### src/rtl/hazard3_apb_pkg.sv
// Shared constants for the hazard3 APB initiator.
// State encoding and APB data width.
package hazard3_apb_pkg;

  localparam int W_DATA = 32;

  localparam logic [1:0] ST_IDLE   = 2'd0;
  localparam logic [1:0] ST_SETUP  = 2'd1;
  localparam logic [1:0] ST_ACCESS = 2'd2;
  localparam logic [1:0] ST_RESP   = 2'd3;

endpackage

### src/rtl/hazard3_apb_watchdog.sv
// Wait-state watchdog for the APB initiator.
// Ports: clk, rst, clr_i (restart), en_i (count), expire_o.
module hazard3_apb_watchdog #(
  parameter int TIMEOUT = 255
) (
  input  logic clk,
  input  logic rst,
  input  logic clr_i,
  input  logic en_i,
  output logic expire_o
);

  if (TIMEOUT == 0) begin : g_off
    logic unused_wd;
    assign unused_wd = &{1'b0, clk, rst, clr_i, en_i};
    assign expire_o  = 1'b0;
  end else begin : g_on
    localparam int CW = $clog2(TIMEOUT + 1);
    localparam logic [CW-1:0] LIMIT = CW'(TIMEOUT);

    logic [CW-1:0] cnt_q, cnt_d;

    // Counts unanswered ACCESS cycles and saturates at
    // LIMIT, so the next ACCESS cycle is the last one.
    always_comb begin
      cnt_d = cnt_q;
      if (clr_i) begin
        cnt_d = '0;
      end else if (en_i && (cnt_q != LIMIT)) begin
        cnt_d = cnt_q + CW'(1);
      end
    end

    always_ff @(posedge clk) begin
      if (rst) begin
        cnt_q <= '0;
      end else begin
        cnt_q <= cnt_d;
      end
    end

    assign expire_o = (cnt_q == LIMIT);
  end

endmodule

### src/rtl/hazard3_apb_initiator.sv
// Single-outstanding APB3 requester with a watchdog.
// Ports: req_* in, rsp_* out, APB p* bus; clk, rst (sync, high).
module hazard3_apb_initiator
  import hazard3_apb_pkg::*;
#(
  parameter int W_PADDR = 16,
  parameter int TIMEOUT = 255
) (
  input  logic               clk,
  input  logic               rst,
  input  logic               req_valid,
  output logic               req_ready,
  input  logic               req_write,
  input  logic [W_PADDR-1:0] req_addr,
  input  logic [W_DATA-1:0]  req_wdata,
  output logic               rsp_valid,
  input  logic               rsp_ready,
  output logic [W_DATA-1:0]  rsp_rdata,
  output logic               rsp_err,
  output logic               rsp_timeout,
  output logic [W_PADDR-1:0] paddr,
  output logic               psel,
  output logic               penable,
  output logic               pwrite,
  output logic [W_DATA-1:0]  pwdata,
  input  logic [W_DATA-1:0]  prdata,
  input  logic               pready,
  input  logic               pslverr
);

  logic [1:0]         state_q, state_d;
  logic [W_PADDR-1:0] paddr_q, paddr_d;
  logic               pwrite_q, pwrite_d;
  logic [W_DATA-1:0]  pwdata_q, pwdata_d;
  logic               psel_q, psel_d;
  logic               penable_q, penable_d;
  logic               rsp_valid_q, rsp_valid_d;
  logic [W_DATA-1:0]  rsp_rdata_q, rsp_rdata_d;
  logic               rsp_err_q, rsp_err_d;
  logic               rsp_to_q, rsp_to_d;
  logic               wd_expire;

  hazard3_apb_watchdog #(
    .TIMEOUT (TIMEOUT)
  ) u_wd (
    .clk      (clk),
    .rst      (rst),
    .clr_i    (state_q == ST_SETUP),
    .en_i     ((state_q == ST_ACCESS) && !pready),
    .expire_o (wd_expire)
  );

  always_comb begin
    state_d     = state_q;
    paddr_d     = paddr_q;
    pwrite_d    = pwrite_q;
    pwdata_d    = pwdata_q;
    psel_d      = psel_q;
    penable_d   = penable_q;
    rsp_valid_d = rsp_valid_q;
    rsp_rdata_d = rsp_rdata_q;
    rsp_err_d   = rsp_err_q;
    rsp_to_d    = rsp_to_q;
    unique case (state_q)
      ST_IDLE: begin
        if (req_valid) begin
          paddr_d  = req_addr;
          pwrite_d = req_write;
          pwdata_d = req_wdata;
          psel_d   = 1'b1;
          state_d  = ST_SETUP;
        end
      end
      ST_SETUP: begin
        penable_d = 1'b1;
        state_d   = ST_ACCESS;
      end
      ST_ACCESS: begin
        // pready takes priority over a same-cycle expiry.
        if (pready) begin
          psel_d      = 1'b0;
          penable_d   = 1'b0;
          rsp_valid_d = 1'b1;
          rsp_rdata_d = pwrite_q ? '0 : prdata;
          rsp_err_d   = pslverr;
          rsp_to_d    = 1'b0;
          state_d     = ST_RESP;
        end else if (wd_expire) begin
          psel_d      = 1'b0;
          penable_d   = 1'b0;
          rsp_valid_d = 1'b1;
          rsp_rdata_d = '0;
          rsp_err_d   = 1'b1;
          rsp_to_d    = 1'b1;
          state_d     = ST_RESP;
        end
      end
      ST_RESP: begin
        if (rsp_ready) begin
          rsp_valid_d = 1'b0;
          state_d     = ST_IDLE;
        end
      end
      default: state_d = ST_IDLE;
    endcase
  end

  always_ff @(posedge clk) begin
    if (rst) begin
      state_q     <= ST_IDLE;
      paddr_q     <= '0;
      pwrite_q    <= 1'b0;
      pwdata_q    <= '0;
      psel_q      <= 1'b0;
      penable_q   <= 1'b0;
      rsp_valid_q <= 1'b0;
      rsp_rdata_q <= '0;
      rsp_err_q   <= 1'b0;
      rsp_to_q    <= 1'b0;
    end else begin
      state_q     <= state_d;
      paddr_q     <= paddr_d;
      pwrite_q    <= pwrite_d;
      pwdata_q    <= pwdata_d;
      psel_q      <= psel_d;
      penable_q   <= penable_d;
      rsp_valid_q <= rsp_valid_d;
      rsp_rdata_q <= rsp_rdata_d;
      rsp_err_q   <= rsp_err_d;
      rsp_to_q    <= rsp_to_d;
    end
  end

  assign req_ready   = (state_q == ST_IDLE);
  assign paddr       = paddr_q;
  assign pwrite      = pwrite_q;
  assign pwdata      = pwdata_q;
  assign psel        = psel_q;
  assign penable     = penable_q;
  assign rsp_valid   = rsp_valid_q;
  assign rsp_rdata   = rsp_rdata_q;
  assign rsp_err     = rsp_err_q;
  assign rsp_timeout = rsp_to_q;

endmodule

### config.mk
export PLATFORM = sky130hd
export DESIGN_NAME = hazard3_apb_initiator
export DESIGN_NICKNAME = d
export VERILOG_FILES = /design/src/rtl/hazard3_apb_pkg.sv /design/src/rtl/hazard3_apb_watchdog.sv /design/src/rtl/hazard3_apb_initiator.sv
export SDC_FILE = /design/constraint.sdc
export NUM_CORES = 1
export LEC_CHECK = 0
export ABC_AREA = 1
export CORE_ASPECT_RATIO = 1.2
export CORE_MARGIN = 8
export CORE_UTILIZATION = 30
export CTS_BUF_LIST = sky130_fd_sc_hd__clkbuf_8
export DETAILED_ROUTE_END_ITERATION = 6
export SYNTH_ARGS = -nofsm -noshare
export SYNTH_HDL_FRONTEND = slang
export SYNTH_SLANG_ARGS = --single-unit
### constraint.sdc
create_clock -name clk -period 1.4 [get_ports clk]
set_input_delay 0.21 -clock clk [delete_from_list [all_inputs] [get_ports clk]]
set_output_delay 0.21 -clock clk [all_outputs]
set_load 0.02 [all_outputs]
==> summary.txt, run 1 <==
Drt
  – Pre-Repair DR Iteration Count: 4
  – Routed Wire Length: 12.59 mm
  – Post-detailed-route count of antenna-violating nets: 0
  – Via count: between 3000 and 4000
  – Number of vias per cell after detailed routing: roughly 4.4
  – Wire length per cell after detailed routing: between 10 and 15 um
  – Number of DRC violations after detailed routing: 0
  – Number of DRC violations after detailed-routing iteration 0: between 150 and 200

Yosys
  – Number of warnings issued by yosys: 0
  – Average size of a mapped cell: 7.430 um2
  – Library cell with the largest summed area after synthesis: sky130_fd_sc_hd__dfxtp_1
  – Biggest area contributors in the synthesized netlist: sky130_fd_sc_hd__dfxtp_1, sky130_fd_sc_hd__nor2_1, sky130_fd_sc_hd__o21ai_0
  – Synthesis-stage register bit count: 96
  – Post-synthesis cell count: about 530
  – Register area share after synthesis: 0.4853
  – Area share of the leading cell type in the synthesized netlist: 0.4853
  – Combined area of all synthesized cells: between 3000 and 4000 um2
  – Mapped Nets: about 630
  – Number of distinct standard cells referenced by the synthesized netlist: 25

CTS
  – Worst-path clk slew: 90 ps
  – Clock network latency to the later pin of the worst-skew pair: 360 ps
  – Clock sink total: 96
  – Inserted Clock Buffers: 9
  – Post-CTS Hold Fix Bufs: 0
  – CTS tree: built
  – Depth of the CTS H-tree: 3
  – Clock tree root buffer cell: sky130_fd_sc_hd__clkbuf_8
  – Maximum count of clock buffers along a single path: 2

Power
  – Maximum VDD drop: roughly 0.68 mV
  – Pwr/cell area: roughly 1600 nW/um2
  – Lkg Pwr: 3.099 nW
  – Pwr Total: a little over 10 mW

Placement
  – Gp weighted congestion: roughly 0.74
  – Post-detailed-placement half-perimeter wirelength: 9.232 mm
  – Port buffer count: 173
  – Area post-placement: between 6000 and 7000 um2

Final layout
  – Synth-to-Final Area Change: 59.87%
  – Number of nets in the finished design: slightly above 800
  – Final Cell Area: approximately 6300 um2
  – Most frequent cells in the layout: sky130_fd_sc_hd__nor2_1, sky130_fd_sc_hd__dfxtp_1, sky130_fd_sc_hd__clkdlybuf4s50_1, sky130_fd_sc_hd__dlygate4sd2_1, sky130_fd_sc_hd__o21ai_0
  – Ratio of cells with drive above 1 in the final layout: 0.1648
  – Diodes inserted: 0
  – Most common library cell in the layout ignoring fill and taps: sky130_fd_sc_hd__nor2_1

Critical path
  – Maximum fanout count along the critical path: 7
  – Number of cell instances on the worst register-to-register path: 9
  – Data arrival time at the worst-slack endpoint: approximately 1700 ps
  – Nature of the critical path endpoint: flip-flop
  – Cell Chain, Critical Path: inv_2 -> ha_4 -> inv_2 -> buf_4 -> o21bai_4 -> buf_12 -> buf_12 -> o21ai_2 -> nor2_1
  – Required arrival time at the worst endpoint: around 1700 ps
  – Register-to-register setup slack: -40 ps
  – Worst reg2reg startpoint: state_q[0]
  – Slowest cell delay on critical path: roughly 330 ps
  – Critical Path Slowest Stage Cell: sky130_fd_sc_hd__dfxtp_2
  – Category of the worst setup path launch point: flip-flop
  – Start-to-end type of the worst setup path: reg2reg
  – Worst r2r dst: rsp_rdata[13]

Floorplan
  – Die Area: 17150 um2
  – Die height: 141.9 um
  – Horizontal die dimension: 120.9 um
  – Total I/O pin count: roughly 170
  – Initial core utilization: 0.3031
  – Placement Rows: between 40 and 50
  – Core Area: 13070 um2

Flow run
  – Max capacitance violation total: 0

Global routing
  – Number of global-route vias before repair: between 4000 and 5000
  – Antenna violations before repair: 0
  – Maximum number of pins on one net before global-route repair: 48
  – Sum of overflow across all layers after global routing: 0
  – GR Util All Layers: 0.1454
  – First-pass GRT wire length: about 20 mm

STA
  – Total Neg Setup Slack: -371.5 ps
  – Final worst path period need: between 1000 and 1500 ps
  – Pin slew with the least headroom to its limit: 431.9 ps
  – Hold violation total from the final report: 0
  – Max-slew violations: 0
  – Final setup violation count: 18
  – Max-slew headroom: 0.7120
  – Final WS setup: -38.02 ps
  – Final worst clock skew: approximately 11 ps
  – Tcrit/Tclk final: 1.027
  – Max Freq: approximately 0.70 GHz
  – Setup repair after global routing missed its margin: yes

Hold path
  – Hold Startpoint: req_wdata[24]
  – Class of the tightest hold or removal check: in2reg
  – Endpoint with the worst hold slack: pwdata[24]
  – Hold depth: 3

Outcome
  – Failing checks: setup timing
  – Run status: finished with violations
-- registers in the layout, summed over array words and instances, names as in the netlist, 2 cells and up --
signal and cells:
pwdata 32, rsp_rdata 32, paddr 16, u_wd.g_on.cnt_q 8, state_q 2
-- critical path, delay by kind of cell, from the launching register on --
family	cells	cell delay [ps]
adder cells (fa/ha/maj)	1	140
AND/OR/NAND/NOR	1	110
AO/OA/AOI/OAI	2	240
buffers and inverters	5	560
flip-flops	1	330
-- synth_stat cells --
master,instances
sky130_fd_sc_hd__nand3_1,4
sky130_fd_sc_hd__nor2_4,2
sky130_fd_sc_hd__nand2_2,2
sky130_fd_sc_hd__buf_6,6
sky130_fd_sc_hd__nor2_2,30
sky130_fd_sc_hd__o21ai_1,28
sky130_fd_sc_hd__nand2_1,32
sky130_fd_sc_hd__nand4_1,2
sky130_fd_sc_hd__o211a_1,1
sky130_fd_sc_hd__xor2_1,3
sky130_fd_sc_hd__o21bai_1,1
sky130_fd_sc_hd__nor2_1,177
sky130_fd_sc_hd__dfxtp_1,96
sky130_fd_sc_hd__ha_1,5
sky130_fd_sc_hd__buf_4,1
sky130_fd_sc_hd__inv_4,1
sky130_fd_sc_hd__dlymetal6s2s_1,3
sky130_fd_sc_hd__clkbuf_1,16
sky130_fd_sc_hd__nand2_4,1
sky130_fd_sc_hd__buf_2,3
sky130_fd_sc_hd__o21ai_0,58
sky130_fd_sc_hd__o21bai_4,1
sky130_fd_sc_hd__a21oi_1,9
sky130_fd_sc_hd__nor3_1,1
sky130_fd_sc_hd__inv_1,50
-- power breakdown --
group / switching, mW / internal (mW)
Sequential: 0.338 / 3.39
Combinational: 2.66 / 1.91
Clock: 0.994 / 1.01
-- cell families (layout without fill, tap and decap cells) --
logic type               count (synthesis)  after routing  synth area share
AND/OR/NAND/NOR                        251            251            0.2667
AO/OA/AOI/OAI                           98             98            0.1292
flip-flops                              96             96            0.4853
buffers and inverters                   80            275           0.09637
adder cells (fa/ha/maj)                  5              5           0.01580
XOR/XNOR                                 3              3          0.006636
-- stage by stage --
stage               worst slack [ps]  std cells  utilization  hold slack [ps]
global route                  -116.8        896       0.4846            469.1
floorplan                     -14.32        533            -            279.1
CTS                           -46.36        896       0.4806            428.5
detailed placement            -277.2        876       0.4613            454.6
global placement              -241.0        876       0.4613            452.2
finish                        -38.02        896       0.4846            452.4
-- per-layer routing --
| layer | global-route usage | vias to the layer above | wire length (um) |
|---|---|---|---|
| met2 | 0.2480 | 122 | 6173 |
| met5 | 0 | - | 0 |
| met1 | 0.1589 | 1799 | 5108 |
| met3 | 0.05089 | 19 | 1008 |
| met4 | 0.06390 | 0 | 299 |
| li1 | - | 2024 | - |
-- worst max path at each step --
stage                    endpoint  slack [ps]  depth (start not counted)                from
floorplan               rsp_valid         -10                          9          state_q[0]
global placement     rsp_rdata[0]        -240                          7              pready
detailed placement   rsp_rdata[0]        -280                          7              pready
CTS                     req_ready         -50                          4          state_q[0]
global route        rsp_rdata[31]        -120                          9  u_wd.g_on.cnt_q[1]
finish              rsp_rdata[13]         -40                          9          state_q[0]
-- timing repair --
item,in CTS,in global routing
pin swaps,4,5
cloned,2,0
setup endpoints to repair,133,93
resized for setup,114,32
buffers inserted,2,1
-- area by class of cell --
type	count	area, um2
tap	168	210.2
timing repair buffer	208	1991
fill	1300	6734
clock buffer	9	123.9
inverter	51	212.7
clock inverter	7	92.59
multi-input combinational	357	1774
sequential	96	1927
Power figures use the tool's default switching activity.
==> inputs of run 2 (changes only) <==
- CORE_UTILIZATION: 30 -> 39
- PLACE_DENSITY: default -> 0.78
==> summary.txt, run 2 (synthesis gave the netlist of run 1 again) <==
Final layout
  – Diodes inserted: 0 (unchanged)
  – Number of nets in the finished design: 811 (was 815)
  – Most common library cell in the layout ignoring fill and taps: sky130_fd_sc_hd__nor2_1 (unchanged)
  – Ratio of cells with drive above 1 in the final layout: 0.1920 (was 0.1648)
  – Most frequent cells in the layout: sky130_fd_sc_hd__nor2_1, sky130_fd_sc_hd__dfxtp_1, sky130_fd_sc_hd__clkdlybuf4s50_1, sky130_fd_sc_hd__dlygate4sd2_1, sky130_fd_sc_hd__inv_1 (was sky130_fd_sc_hd__nor2_1, sky130_fd_sc_hd__dfxtp_1, sky130_fd_sc_hd__clkdlybuf4s50_1, sky130_fd_sc_hd__dlygate4sd2_1, sky130_fd_sc_hd__o21ai_0)
  – Synth-to-Final Area Change: 63.25% (was 59.87%)
  – FILL cells: 860 (was 1300)

Placement
  – Gp weighted congestion: 0.7766 (was 0.7382)
  – Pre-CTS worst setup slack: -134.0 ps (was -277.2 ps)
  – Port buffer count: 173 (unchanged)
  – Post-detailed-placement half-perimeter wirelength: 9.179 mm (was 9.232 mm)

STA
  – Final worst clock skew: 12.26 ps (was 11.02 ps)
  – Setup repair after global routing missed its margin: yes (unchanged)
  – Tcrit/Tclk final: 1.115 (was 1.027)
  – Final setup violation count: 35 (was 18)
  – Total Neg Setup Slack: -4506 ps (was -371.5 ps)
  – Max-slew headroom: 0.8052 (was 0.7120)
  – Max-slew violations: 0 (unchanged)
  – Final WS setup: -161.4 ps (was -38.02 ps)
  – Hold violation total from the final report: 0 (unchanged)
  – Max Freq: 0.6404 GHz (was 0.6954 GHz)
  – Final worst path period need: 1561 ps (was 1438 ps)
  – Pin slew with the least headroom to its limit: 291.1 ps (was 431.9 ps)

Power
  – Int Pwr: 6.578 mW (was 6.316 mW)
  – Maximum VDD drop: 0.7571 mV (was 0.6804 mV)
  – Clock power frac: 0.198 (was 0.194)
  – Switching power share of the total: 0.3839 (was 0.3873)
  – Net switching power: 4.098 mW (was 3.992 mW)
  – Pwr/cell area: 1651 nW/um2 (was 1628 nW/um2)
  – Part of the total power dissipated in sequential elements: 0.352 (was 0.362)
  – Logic gate share of total power: 0.450 (was 0.444)
  – Lkg Pwr: 3.113 nW (was 3.099 nW)

Drt
  – Post-detailed-route count of antenna-violating nets: 0 (unchanged)
  – Routed Wire Length: 12.46 mm (was 12.59 mm)
  – Via count: 4026 (was 3964)
  – Pre-Repair DR Iteration Count: 4 (unchanged)
  – Wire length per cell after detailed routing: 14.66 um (was 14.05 um)
  – Number of vias per cell after detailed routing: 4.736 (was 4.424)
  – Number of DRC violations after detailed-routing iteration 0: 148 (was 178)
  – Number of DRC violations after detailed routing: 0 (unchanged)

Floorplan
  – Horizontal die dimension: 108.0 um (was 120.9 um)
  – Die Area: 13650 um2 (was 17150 um2)
  – Initial core utilization: 0.3976 (was 0.3031)
  – Placement Rows: 40 (was 46)
  – Core Area: 9960 um2 (was 13070 um2)
  – Die height: 126.4 um (was 141.9 um)
  – Total I/O pin count: 174 (unchanged)

Global routing
  – First-pass GRT wire length: 19.60 mm (was 20.04 mm)
  – GR Util All Layers: 0.1762 (was 0.1454)
  – Maximum number of pins on one net before global-route repair: 46 (was 48)
  – Number of global-route vias before repair: 4114 (was 4016)
  – Antenna violations before repair: 0 (unchanged)
  – Sum of overflow across all layers after global routing: 0 (unchanged)

Hold path
  – Hold Startpoint: req_addr[9] (was req_wdata[24])
  – Endpoint with the worst hold slack: paddr[9] (was pwdata[24])
  – Class of the tightest hold or removal check: in2reg (unchanged)
  – Hold depth: 3 (unchanged)

Critical path
  – Nature of the critical path endpoint: flip-flop (unchanged)
  – Number of cell instances on the worst register-to-register path: 9 (unchanged)
  – Maximum fanout count along the critical path: 7 (unchanged)
  – Start-to-end type of the worst setup path: reg2reg (unchanged)
  – Worst reg2reg startpoint: u_wd.g_on.cnt_q[0] (was state_q[0])
  – Library cell appearing most often on the critical path: sky130_fd_sc_hd__nor2_4
  – Required arrival time at the worst endpoint: 1660 ps (was 1700 ps)
  – Worst r2r dst: rsp_rdata[10] (was rsp_rdata[13])
  – Critical Path Slowest Stage Cell: sky130_fd_sc_hd__dfxtp_2 (unchanged)
  – Cell Chain, Critical Path: ha_4 -> inv_4 -> nor2_4 -> nand2_4 -> o21bai_4 -> clkinv_4 -> buf_16 -> nor2_4 -> nor2_1 (was inv_2 -> ha_4 -> inv_2 -> buf_4 -> o21bai_4 -> buf_12 -> buf_12 -> o21ai_2 -> nor2_1)
  – Crit path buffers/inverters: 3 (was 5)
  – Register-to-register setup slack: -160 ps (was -40 ps)
  – Crit path max-delay family: buffers and inverters (unchanged)
  – Slowest cell delay on critical path: 360 ps (was 330 ps)
  – Category of the worst setup path launch point: flip-flop (unchanged)
  – Data arrival time at the worst-slack endpoint: 1820 ps (was 1740 ps)

CTS
  – Worst-path clk slew: 90 ps (about the same)
  – CTS tree: built (unchanged)
  – Inserted Clock Buffers: 9 (unchanged)
  – Maximum count of clock buffers along a single path: 2 (unchanged)
  – Clock sink total: 96 (unchanged)
  – Clock network latency to the later pin of the worst-skew pair: 360 ps (about the same)
  – Depth of the CTS H-tree: 3 (unchanged)
  – Clock tree root buffer cell: sky130_fd_sc_hd__clkbuf_8 (unchanged)
  – Post-CTS Hold Fix Bufs: 0 (unchanged)

Outcome
  – Run status: finished with violations (unchanged)
  – Failing checks: setup timing (unchanged)

Flow run
  – Max capacitance violation total: 0 (unchanged)
==> run 2: changes by cell type in the layout (fill, tap and decap cells not counted), moves of 3 or more <==
cell | previous run | this run
sky130_fd_sc_hd__buf_4 | 26 | 13
sky130_fd_sc_hd__buf_6 | 3 | 11
sky130_fd_sc_hd__dfxtp_1 | 92 | 88
sky130_fd_sc_hd__dfxtp_2 | 4 | 7
sky130_fd_sc_hd__nand2_1 | 30 | 27
sky130_fd_sc_hd__nor2_1 | 173 | 170
sky130_fd_sc_hd__nor2_2 | 32 | 16
sky130_fd_sc_hd__nor2_4 | 4 | 23
sky130_fd_sc_hd__o21ai_0 | 46 | 42
sky130_fd_sc_hd__o21ai_1 | 28 | 23
sky130_fd_sc_hd__o21ai_2 | 12 | 21
==> run 2: final cells by class <==
type / count / area (um2) / area share
inverters: 51 / 201.4 / 0.03116
clock inverters: 7 / 110.1 / 0.01703
repair buffers: 204 / 1998 / 0.3091
multi-input cells: 357 / 1939 / 0.3000
flip-flops and latches: 96 / 1934 / 0.2992
clock buffers: 9 / 123.9 / 0.01916
well taps: 126 / 157.7 / 0.02439
==> run 2: worst min-delay path, cell delays in order <==
cell                              delay, ps
sky130_fd_sc_hd__clkdlybuf4s50_1        400
sky130_fd_sc_hd__o21ai_1                130
sky130_fd_sc_hd__nor2_1                  40
==> run 2: power by group through the flow <==
stage | logic (mW) | registers [mW] | clock network, mW
after global routing | 5.23 | 3.83 | 2.26
final | 4.81 | 3.76 | 2.11
after CTS | 4.49 | 3.73 | 2.17
after floorplan | 1.80 | 4.51 | 0
after detailed placement | 4.67 | 3.79 | 0
after global placement | 4.56 | 3.76 | 0
==> run 2: worst max path at each step <==
stage,start,end,depth (start not counted)
2_1_floorplan,state_q[0],rsp_valid,9
4_1_cts,u_wd.g_on.cnt_q[1],rsp_rdata[27],10
3_3_place_gp,pready,rsp_rdata[0],7
6_report,u_wd.g_on.cnt_q[0],rsp_rdata[10],9
5_1_grt,u_wd.g_on.cnt_q[0],rsp_rdata[10],9
3_5_place_dp,pready,rsp_rdata[2],7
==> run 2: per-stage QoR <==
stage	utilization	hold slack (ps)	area (um2)	instances	power (mW)
floorplan	-	279.1	4001	533	6.312
global placement	0.5981	444.9	5957	830	8.323
detailed placement	0.5981	458.5	5957	830	8.462
CTS	0.6268	440.1	6242	850	10.39
global route	0.6491	449.1	6465	850	11.32
finish	0.6491	455.8	6465	850	10.68
==> run 2: repair_timing <==
item | 4_1_cts | 5_1_grt
cloned | 1 | 0
endpoints found under the hold margin | 0 | 0
setup buffers | 3 | 4
endpoints found under the setup margin | 132 | 93
pin swaps | 2 | 13
resized for setup | 125 | 77
==> run 2: routing by layer <==
layer / GRT usage / wire length [um] / up-vias / share of wire
li1: - / - / 2028 / -
met1: 0.1859 / 4767 / 1827 / 0.38
met2: 0.3011 / 6171 / 147 / 0.50
met3: 0.06586 / 1206 / 24 / 0.097
met4: 0.08101 / 312 / 0 / 0.025
met5: 0 / 0 / - / 0
